### src/rtl/cfg_chain_loader.sv
// cfg_chain_loader: takes bitstream words from the upstream configuration
// slave over a valid/ready handshake and shifts them LSB-first into the
// fabric configuration chain. Once the chain is full it drives the fabric
// latch strobe for a fixed number of cycles.
module cfg_chain_loader #(
  parameter int WORD_W     = 32,
  parameter int CHAIN_LEN  = 4096,
  parameter int SET_CYCLES = 2,
  localparam int CNT_W     = $clog2(CHAIN_LEN + 1)
) (
  input  logic              clock,
  input  logic              resetb,
  input  logic              start,
  input  logic              abort,
  input  logic              wr_valid,
  input  logic [WORD_W-1:0] wr_data,
  output logic              wr_ready,
  output logic              cfg_shift,
  output logic              cfg_data,
  output logic              cfg_set,
  output logic              busy,
  output logic              done,
  output logic [CNT_W-1:0]  bit_count
);

  localparam int IDX_W  = $clog2(WORD_W + 1);
  localparam int SCNT_W = $clog2(SET_CYCLES + 1);

  // Compare against "last value" constants so each exit is decided on the
  // same edge that performs the final increment.
  localparam logic [CNT_W-1:0]  CHAIN_LAST = CNT_W'(CHAIN_LEN - 1);
  localparam logic [IDX_W-1:0]  WORD_LAST  = IDX_W'(WORD_W - 1);
  localparam logic [SCNT_W-1:0] SET_LAST   = SCNT_W'(SET_CYCLES - 1);

  typedef enum logic [2:0] {
    ST_IDLE,
    ST_LOAD,
    ST_SHIFT,
    ST_SET,
    ST_DONE
  } state_t;

  state_t              state_q, state_d;
  logic [WORD_W-1:0]   shift_q, shift_d;
  logic [IDX_W-1:0]    idx_q,   idx_d;
  logic [CNT_W-1:0]    cnt_q,   cnt_d;
  logic [SCNT_W-1:0]   set_q,   set_d;

  // State and datapath registers; reset returns everything to idle at once.
  always_ff @(posedge clock or negedge resetb) begin
    if (!resetb) begin
      state_q <= ST_IDLE;
      shift_q <= '0;
      idx_q   <= '0;
      cnt_q   <= '0;
      set_q   <= '0;
    end else begin
      state_q <= state_d;
      shift_q <= shift_d;
      idx_q   <= idx_d;
      cnt_q   <= cnt_d;
      set_q   <= set_d;
    end
  end

  // Next-state logic and state-decoded outputs; abort overrides everything.
  always_comb begin
    state_d   = state_q;
    shift_d   = shift_q;
    idx_d     = idx_q;
    cnt_d     = cnt_q;
    set_d     = set_q;
    wr_ready  = 1'b0;
    cfg_shift = 1'b0;
    cfg_data  = 1'b0;
    cfg_set   = 1'b0;
    busy      = 1'b0;
    done      = 1'b0;

    case (state_q)
      ST_IDLE: begin
        if (start) begin
          state_d = ST_LOAD;
          cnt_d   = '0;
        end
      end
      ST_LOAD: begin
        wr_ready = 1'b1;
        busy     = 1'b1;
        if (wr_valid) begin
          shift_d = wr_data;
          idx_d   = '0;
          state_d = ST_SHIFT;
        end
      end
      ST_SHIFT: begin
        cfg_shift = 1'b1;
        cfg_data  = shift_q[0];
        busy      = 1'b1;
        shift_d   = shift_q >> 1;
        idx_d     = idx_q + IDX_W'(1);
        cnt_d     = cnt_q + CNT_W'(1);
        if (cnt_q == CHAIN_LAST) begin
          state_d = ST_SET;
          set_d   = '0;
        end else if (idx_q == WORD_LAST) begin
          state_d = ST_LOAD;
        end
      end
      ST_SET: begin
        cfg_set = 1'b1;
        busy    = 1'b1;
        if (set_q == SET_LAST) begin
          state_d = ST_DONE;
        end else begin
          set_d = set_q + SCNT_W'(1);
        end
      end
      ST_DONE: begin
        done = 1'b1;
        if (start) begin
          state_d = ST_LOAD;
          cnt_d   = '0;
        end
      end
      default: begin
        state_d = ST_IDLE;
      end
    endcase

    if (abort) begin
      state_d = ST_IDLE;
      shift_d = '0;
      idx_d   = '0;
      cnt_d   = '0;
      set_d   = '0;
    end
  end

  assign bit_count = cnt_q;

endmodule

### config.mk
export PLATFORM = sky130hd
export DESIGN_NAME = cfg_chain_loader
export DESIGN_NICKNAME = d
export VERILOG_FILES = /design/src/rtl/cfg_chain_loader.sv
export SDC_FILE = /design/constraint.sdc
export NUM_CORES = 1
export LEC_CHECK = 0
export BUFFER_PORTS_ARGS = -buffer_cell sky130_fd_sc_hd__buf_2
export CORE_MARGIN = 4
export CORE_UTILIZATION = 55
export DETAILED_ROUTE_END_ITERATION = 7
export PLACE_DENSITY = 0.8
export SLEW_MARGIN = 20
export SYNTH_ARGS = -nofsm -noshare
export SYNTH_HDL_FRONTEND = slang
export SYNTH_SLANG_ARGS = --single-unit
### constraint.sdc
create_clock -name clock -period 3.5 [get_ports clock]
set_input_delay 0.7 -clock clock [delete_from_list [all_inputs] [get_ports clock]]
set_output_delay 0.7 -clock clock [all_outputs]
set_load 0.05 [all_outputs]
After elaboration in Yosys (flattened, before gate mapping) --
Cells that the tools add are included.
Storage, ports and cells: register bits after elaboration 56, bits in latches 0, memory bits (writable) 0, memory bits (read-only) 0, bits of input ports 37, word-level logic and storage cells 57, memories 0
Operators by class: add/subtract/negate cells 3, multiply operators 0, divide/modulo/power cells 0, order comparisons 0, equal/unequal tests 13, shift operators 0, mux-type cells 26, bitwise gates (word level) 0, reductions and logical operators 10
Operators by type and width (number):
- two-way mux 32 bit | 2
- one-hot mux 32 bit (2 select lines) | 1
- two-way mux 13 bit | 2
- one-hot mux 13 bit (2 select lines) | 1
- two-way mux 3 bit | 6
- adder 13 x 1 -> 13 bit (second input constant) | 1
- == test 13 x 12 -> 1 bit (second input constant) | 1
- two-way mux 6 bit | 2
- inequality test 3 bit (second input constant) | 4
- one-hot mux 3 bit (4 select lines) | 1
- one-hot mux 6 bit (2 select lines) | 1
- nonzero test 3 bit | 3
- adder 6 x 1 -> 6 bit (second input constant) | 1
- == test 3 x 2 -> 1 bit (second input constant) | 2
- == test 6 x 5 -> 1 bit (second input constant) | 1
- two-way mux 1 bit | 6
- two-way mux 2 bit | 3
- inequality test 4 bit (second input constant) | 1
- one-hot mux 2 bit (2 select lines) | 1
- AND reduction 2 bit | 2
- AND reduction 4 bit | 1
- == test 3 x 1 -> 1 bit (second input constant) | 1
- == test 3 bit (second input constant) | 1
- logical NOT 3 bit | 1
- 6 further kinds | 6

Longest topological paths before layout --
Gate-level depths: netlist of the first run.
word-level depth 5, mapped depth 8, mapped depth without buffers 6

Worst setup path before layout of the first run --
No wires, ideal clock.
path kind reg-to-output, start register state_q[0], end output cfg_data, arrival time 1882 ps, setup slack 918 ps, stages on the path, launching flop included 7, buffers on the path 2, path through dfrtp_1 -> buf_2 -> nor2b_1 -> nand2_1 -> inv_2 -> buf_2 -> and2_1
Between the ends: word-level cells in the longest chain between the ends 2
RTL lines:
- from (decl) | line 43 | state_t state_q, state_d;
- from (signal assigned) | line 58 | state_q <= state_d;
- == test 3 x 2 -> 1 bit | line 80 | case (state_q)
- two-way mux 1 bit | line 80
- to (decl) | line 19 | output logic cfg_data,
No other way between the ends.

Worst setup path in the final report of the first run --
start register state_q[1], end output cfg_data
The elaborated chain is that of the path after synthesis.

==> results of run 1 <==
==> metal layers <==
metal | track usage (%) | share of wire, % | vias to the layer above
met3 | 3.51 | 4.2 | 6
met2 | 36.1 | 49 | 54
met5 | 0 | 0 | -
li1 | - | - | 1228
met4 | 7.43 | 1.2 | 0
met1 | 29.0 | 46 | 1211
==> metrics by stage <==
stage | area (µm²) | setup WS [ns] | total power, mW | utilization (%)
3_3_place_gp | 3330 | 1.10 | 1.71 | 64.4
6_report | 3410 | 0.679 | 2.06 | 65.9
3_5_place_dp | 3330 | 1.05 | 1.73 | 64.4
5_1_grt | 3410 | 0.494 | 2.20 | 65.9
2_1_floorplan | 2970 | 0.918 | 1.52 | -
4_1_cts | 3410 | 0.697 | 2.07 | 65.9
==> final cells by class <==
type,instances,area share (%)
repair buffers,65,10.3
flip-flops and latches,56,41.1
clock inverters,1,0.147
clock buffers,6,2.13
inverters,8,0.880
multi-input cells,225,42.9
well taps,70,2.57
==> placed cells by master (no fill, tap or decap), types with 3 or more instances in the layout <==
master,instances
or2_2,3
ha_1,3
a21o_1,25
buf_4,10
dfrtp_1,56
clkbuf_8,5
nor3_1,27
nand4_1,3
a22o_1,15
and2_1,3
a31oi_1,5
nor2b_1,3
nand3_1,9
a21oi_1,8
o31ai_1,3
nor2_1,13
inv_1,7
nand2_1,34
buf_2,55
mux2i_1,24
o21ai_0,17
==> cell families (layout without fill, tap and decap cells) <==
family / count (synthesis) / count (layout) / share of synthesized area (%)
compound gates: 90 / 90 / 21.6
xor+xnor: 2 / 2 / 0.590
fa+ha+maj: 3 / 3 / 1.26
buf+inv: 28 / 80 / 3.79
flops: 56 / 56 / 47.2
mux: 24 / 24 / 8.09
simple gates: 106 / 106 / 17.4
==> registers in the layout, indices dropped and copies added, names as in the netlist <==
signal / flops
shift_q: 32
set_q: 2
idx_q: 6
bit_count: 13
state_q: 3
==> worst max path at each step <==
stage	start	to	slack [ns]	cells after the start
after global placement	state_q[1]$_DFFE_PN0P_	cfg_data	1.10	6
after detailed placement	state_q[1]$_DFFE_PN0P_	cfg_data	1.05	6
after global routing	state_q[1]$_DFFE_PN0P_	cfg_data	0.49	6
after floorplan	state_q[0]$_DFFE_PN0P_	cfg_data	0.92	6
final	state_q[1]$_DFFE_PN0P_	cfg_data	0.68	6
after CTS	state_q[1]$_DFFE_PN0P_	cfg_data	0.70	6
==> critical path: stages, from the launching register on <==
cell     delay, ns
dfrtp_1       0.71
nor2b_1       0.21
buf_4         0.21
nand2_1       0.13
inv_2         0.16
and2_1        0.13
buf_2         0.25
==> report_power, final <==
group	switching [mW]	internal [mW]	leakage [nW]	total, mW
Combinational	0.529	0.320	0.962	0.849
Sequential	0.110	0.766	0.769	0.876
Clock	0.202	0.137	0.0410	0.339
Total	0.841	1.22	1.77	2.06
==> summary.md, run 1 <==
| Metric | Value |
|---|---|
| Cell count after synthesis | `309` |
| RSZ-0062 raised after global routing | `false` |
| Die H | `81.5 µm` |
| Setup tns final | `0 ns` |
| Routed vias | `2499` |
| GPL Wtd Cong | `0.903` |
| Worst-path clk slew | `0.10 ns` |
| Seq cells post-synth | `56` |
| Total Routed Length | `6620 µm` |
| Flip-flop and latch area | `1400 µm²` |
| Reg2Reg Setup Slack | `1.17 ns` |
| Wire length per cell | `15.4 µm` |
| Endpoint class of the critical path | `primary output` |
| Synth cell count leaders | `56 x dfrtp_1, 34 x nand2_1, 27 x nor3_1, 25 x a21o_1, 24 x mux2i_1` |
| DP Cell Count | `424` |
| Multi-input gate area | `1460 µm²` |
| Die W | `81.5 µm` |
| Ys async rst share | `100%` |
| First DRT Iteration DRCs | `158` |
| LEAKAGE | `1.77 nW` |
| Slew @ Worst Pin | `0.654 ns` |
| Clock latency on the worst-skew pair | `0.31 ns` |
| Sink Count | `56` |
| Core ar. | `5170 µm²` |
| Relative slew slack | `56.2%` |
| Initial core utilization | `57.4%` |
| GRT Total Usage | `21.8%` |
| Post-route clock period utilization | `80.6%` |
| Worst endpoint required time | `2.80 ns` |
| R2R depth | `8` |
| # resized after CTS | `0` |
| Fin Clk Skew | `0.0113 ns` |
| Layout cell share with drive strength beyond 1 | `22.7%` |
| Die area | `6640 µm²` |
| Row cnt | `26` |
| Outcome | `finished, final reports clean` |
| Dominant cell type by area after synthesis | `dfrtp_1` |
| Peak supply drop | `315 µV` |
| CTS buffer count | `5` |
| Mapped cell area | `2970 µm²` |
| Endpoints failing setup | `0` |
| Largest net degree at the start of global routing | `27` |
| Number of non-filler instances in the completed layout | `431` |
| Worst Hold Class | `input pin to asynchronous set/reset pin` |
| Hpwl dp | `4700 µm` |
| Crit start category | `register` |
| Area Growth Syn to Fin | `14.9%` |
| Global route overflow | `0` |
| Crit Reg-Reg Startpoint | `state_q[1]$_DFFE_PN0P_` |
| PwrDens | `605 nW/µm²` |
| Vias in the first global route | `2457` |
| Via density | `5.80` |
| Post CTS Setup Buffer Count | `0` |
| CP arrival | `2.12 ns` |
| Crit-path max FO | `22` |
| Mean post-synth cell area | `9.61 µm²` |
| Final hold slack | `0.360 ns` |
| Post-synth EDFFs | `0` |
| Yosys top cell area share | `47.2%` |
| Pins Over Slew Limit | `0` |
| Antenna Cells | `0` |
| PortBufs | `55` |
| First-pass GRT wire length | `11300 µm` |
| Fin nets | `401` |
| Sequential share of the synthesized area | `47.2%` |
| Number of max-cap violations | `0` |
| H-tree depth | `2` |
| Drt pass-1 iters | `4` |
| Count leader, synth | `dfrtp_1` |
| Clock buffer depth | `2` |
| Max Fclk | `0.354 GHz` |
| Ys Warns | `0` |
| Root Driver | `clkbuf_8` |
| DRC Markers | `0` |
| Initial antenna violation count | `0` |
| Ports | `56` |
| Fin crit period | `2.82 ns` |
| Crit Path Class | `register to primary output` |
| # hold bufs at CTS | `0` |
| Top cells by area, synth | `dfrtp_1 47%, mux2i_1 8.1%, a21o_1 6.3%` |
| CTS tree | `yes` |
| Post-synth cell types | `48` |
| Hold Vio Cnt, Final | `0` |
| ANT nets after route | `0` |
| Most used DFF post-synth | `dfrtp_1` |
| Layout fillers | `435` |
| Syn Nets | `349` |
| FF-to-FF End | `shift_q[24]$_DFFE_PN0P_` |
(Power assumes the default switching activity.)
==> run 2, diff against run 1 <==
- clock period: 3.5 -> 2.6 ns (I/O delays scaled with it)
==> summary.md, run 2 (synthesis results as in run 1) <==
| Metric | Value |
|---|---|
| Crit path from | `bit_count[0]$_DFFE_PN0P_` |
| CTS buffer count | `5 (unchanged)` |
| Multi-input gate area | `1460 µm² (unchanged)` |
| Slew @ Worst Pin | `0.682 ns (+0.0278 ns)` |
| Tot Pwr | `2.82 mW (+37%)` |
| Layout cell share with drive strength beyond 1 | `22.9% (+0.15 points)` |
| Met2 wire length | `3150 µm (-2.8%)` |
| Part of the power in registers | `40.7% (-1.7 points)` |
| Crit-path max FO | `6 (-73%)` |
| Antenna Cells | `0 (unchanged)` |
| PortBufs | `55 (unchanged)` |
| Ports | `56 (unchanged)` |
| Area Growth Syn to Fin | `15.5%` |
| Final hold slack | `0.231 ns (-0.129 ns)` |
| PwrDens | `823 nW/µm² (+36%)` |
| Layout fillers | `426 (-2.1%)` |
| H-tree depth | `2 (unchanged)` |
| Worst-path clk slew | `0.10 ns (about the same)` |
| RSZ-0062 raised after global routing | `false` |
| Max Fclk | `0.450 GHz` |
| Clock latency on the worst-skew pair | `0.31 ns (about the same)` |
| Relative slew slack | `54.5% (-1.7 points)` |
| Met1 WL | `2960 µm (-2.2%)` |
| Crit start category | `register` |
| Wire length on met3 | `326 µm (+18%)` |
| Crit Path Class | `register to register` |
| Post CTS Setup Buffer Count | `0 (unchanged)` |
| First DRT Iteration DRCs | `210 (+33%)` |
| Net Sw Frac | `40.1% (-0.67 points)` |
| Setup tns final | `0 ns (unchanged)` |
| Die W | `81.5 µm (unchanged)` |
| Peak supply drop | `523 µV (+66%)` |
| GRT Total Usage | `21.5% (-0.30 points)` |
| DRC Markers | `0 (unchanged)` |
| Final design utilization | `66.3% (+0.39 points)` |
| Root Driver | `clkbuf_8` |
| Hold Vio Cnt, Final | `0 (unchanged)` |
| Clock buffer depth | `2 (unchanged)` |
| Routed vias | `2517 (+0.72%)` |
| CP arrival | `2.43 ns (+0.31 ns)` |
| Pins Over Slew Limit | `0 (unchanged)` |
| LEAKAGE | `1.78 nW (+0.54%)` |
| Fin nets | `402 (+0.25%)` |
| # resized after CTS | `0 (unchanged)` |
| Initial core utilization | `57.4% (unchanged)` |
| Most frequent cells in the layout | `56 x dfrtp_1, 55 x buf_2, 34 x nand2_1, 27 x nor3_1, 25 x a21o_1` |
| Endpoint class of the critical path | `register` |
| Endpoints failing setup | `0 (unchanged)` |
| ANT nets after route | `0 (unchanged)` |
| Crit Reg-Reg Startpoint | `bit_count[0]$_DFFE_PN0P_` |
| Switching pwr | `1.13 mW (+35%)` |
| Vias in the first global route | `2473 (+0.65%)` |
| Fin Clk Skew | `0.0127 ns (+0.00145 ns)` |
| Max reg flops | `32 (unchanged)` |
| Post-route worst setup slack | `0.380 ns (-0.299 ns)` |
| Internal power | `1.69 mW (+38%)` |
| Die area | `6640 µm² (unchanged)` |
| CTS tree | `yes` |
| Max layer used | `met4` |
| Combinational power share | `41.8% (+0.7 points)` |
| Post-route clock period utilization | `85.4%` |
| Flip-flop and latch area | `1400 µm² (unchanged)` |
| Row cnt | `26 (unchanged)` |
| Largest net degree at the start of global routing | `31 (+15%)` |
| # hold bufs at CTS | `0 (unchanged)` |
| Worst Hold Class | `input pin to asynchronous set/reset pin` |
| Drt pass-1 iters | `5 (+1)` |
| Global route overflow | `0 (unchanged)` |
| Outcome | `finished, final reports clean` |
| Number of max-cap violations | `0 (unchanged)` |
| GPL Wtd Cong | `0.850 (-5.9%)` |
| Total Routed Length | `6520 µm (-1.6%)` |
| Fin crit period | `2.22 ns` |
| Die H | `81.5 µm (unchanged)` |
| Sink Count | `56 (unchanged)` |
| Largest Register | `shift_q` |
| Worst endpoint required time | `2.81 ns (about the same)` |
| Via density | `5.81 (+0.26%)` |
| Wire length per cell | `15.0 µm (-2.1%)` |
| DP Worst Slack | `0.413 ns (-0.642 ns)` |
| Clock share of power | `17.5% (+1.1 points)` |
| Most common cell after layout, fill and taps aside | `dfrtp_1` |
| Initial antenna violation count | `0 (unchanged)` |
| Core ar. | `5170 µm² (unchanged)` |
| First-pass GRT wire length | `11200 µm (-1.3%)` |
| Hpwl dp | `4600 µm (-2.1%)` |
## run 2: cell types whose count changed in the layout (fill, tap and decap cells not counted)
cell | previous run | this run
buf_4 | 10 | 11
clkbuf_1 | 1 | 2
clkinv_2 | 1 | 0
clkbuf_8 | 5 | 6
## run 2: worst paths after layout
path	end	cells past startpoint	slack, ns
min reg2reg	shift_q[24]$_DFFE_PN0P_	1	0.48
max	state_q[1]$_DFFE_PN0P_	5	0.38
max reg2reg	state_q[1]$_DFFE_PN0P_	5	0.38
min	shift_q[6]$_DFFE_PN0P_	1	0.23
max in group asynchronous	bit_count[2]$_DFFE_PN0P_	2	1.69
min in group clock	shift_q[31]$_DFFE_PN0P_	3	0.48
## run 2: power by group through the flow
stage	Combinational (mW)	Sequential [mW]	Clock [mW]
floorplan	0.896	1.15	0
global placement	1.17	1.15	0
detailed placement	1.18	1.16	0
CTS	1.19	1.15	0.507
global route	1.30	1.17	0.535
finish	1.18	1.15	0.494
## run 2: critical path, stage by stage, from the launching register on
cell and delay (ns):
dfrtp_1 0.43, ha_1 0.25, nand4_2 0.16, or4_1 0.66, o211a_1 0.28, o32a_1 0.35
## run 2: final cells by class
type / count / area share (%)
Multi-Input combinational cell: 225 / 42.7
Tap cell: 70 / 2.55
Inverter: 8 / 0.875
Clock buffer: 8 / 2.63
Timing Repair Buffer: 66 / 10.4
Sequential cell: 56 / 40.8
## run 2: per-layer routing
layer	track usage, %	vias to the layer above
met3	5.04	7
met1	27.3	1215
met5	0	-
met2	35.7	58
li1	-	1237
met4	7.60	0
## run 2: through the flow
| step | area [µm²] | instances |
|---|---|---|
| 6_report | 3430 | 433 |
| 5_1_grt | 3430 | 433 |
| 4_1_cts | 3430 | 433 |
| 3_5_place_dp | 3340 | 425 |
| 3_3_place_gp | 3340 | 425 |
| 2_1_floorplan | 2970 | 309 |
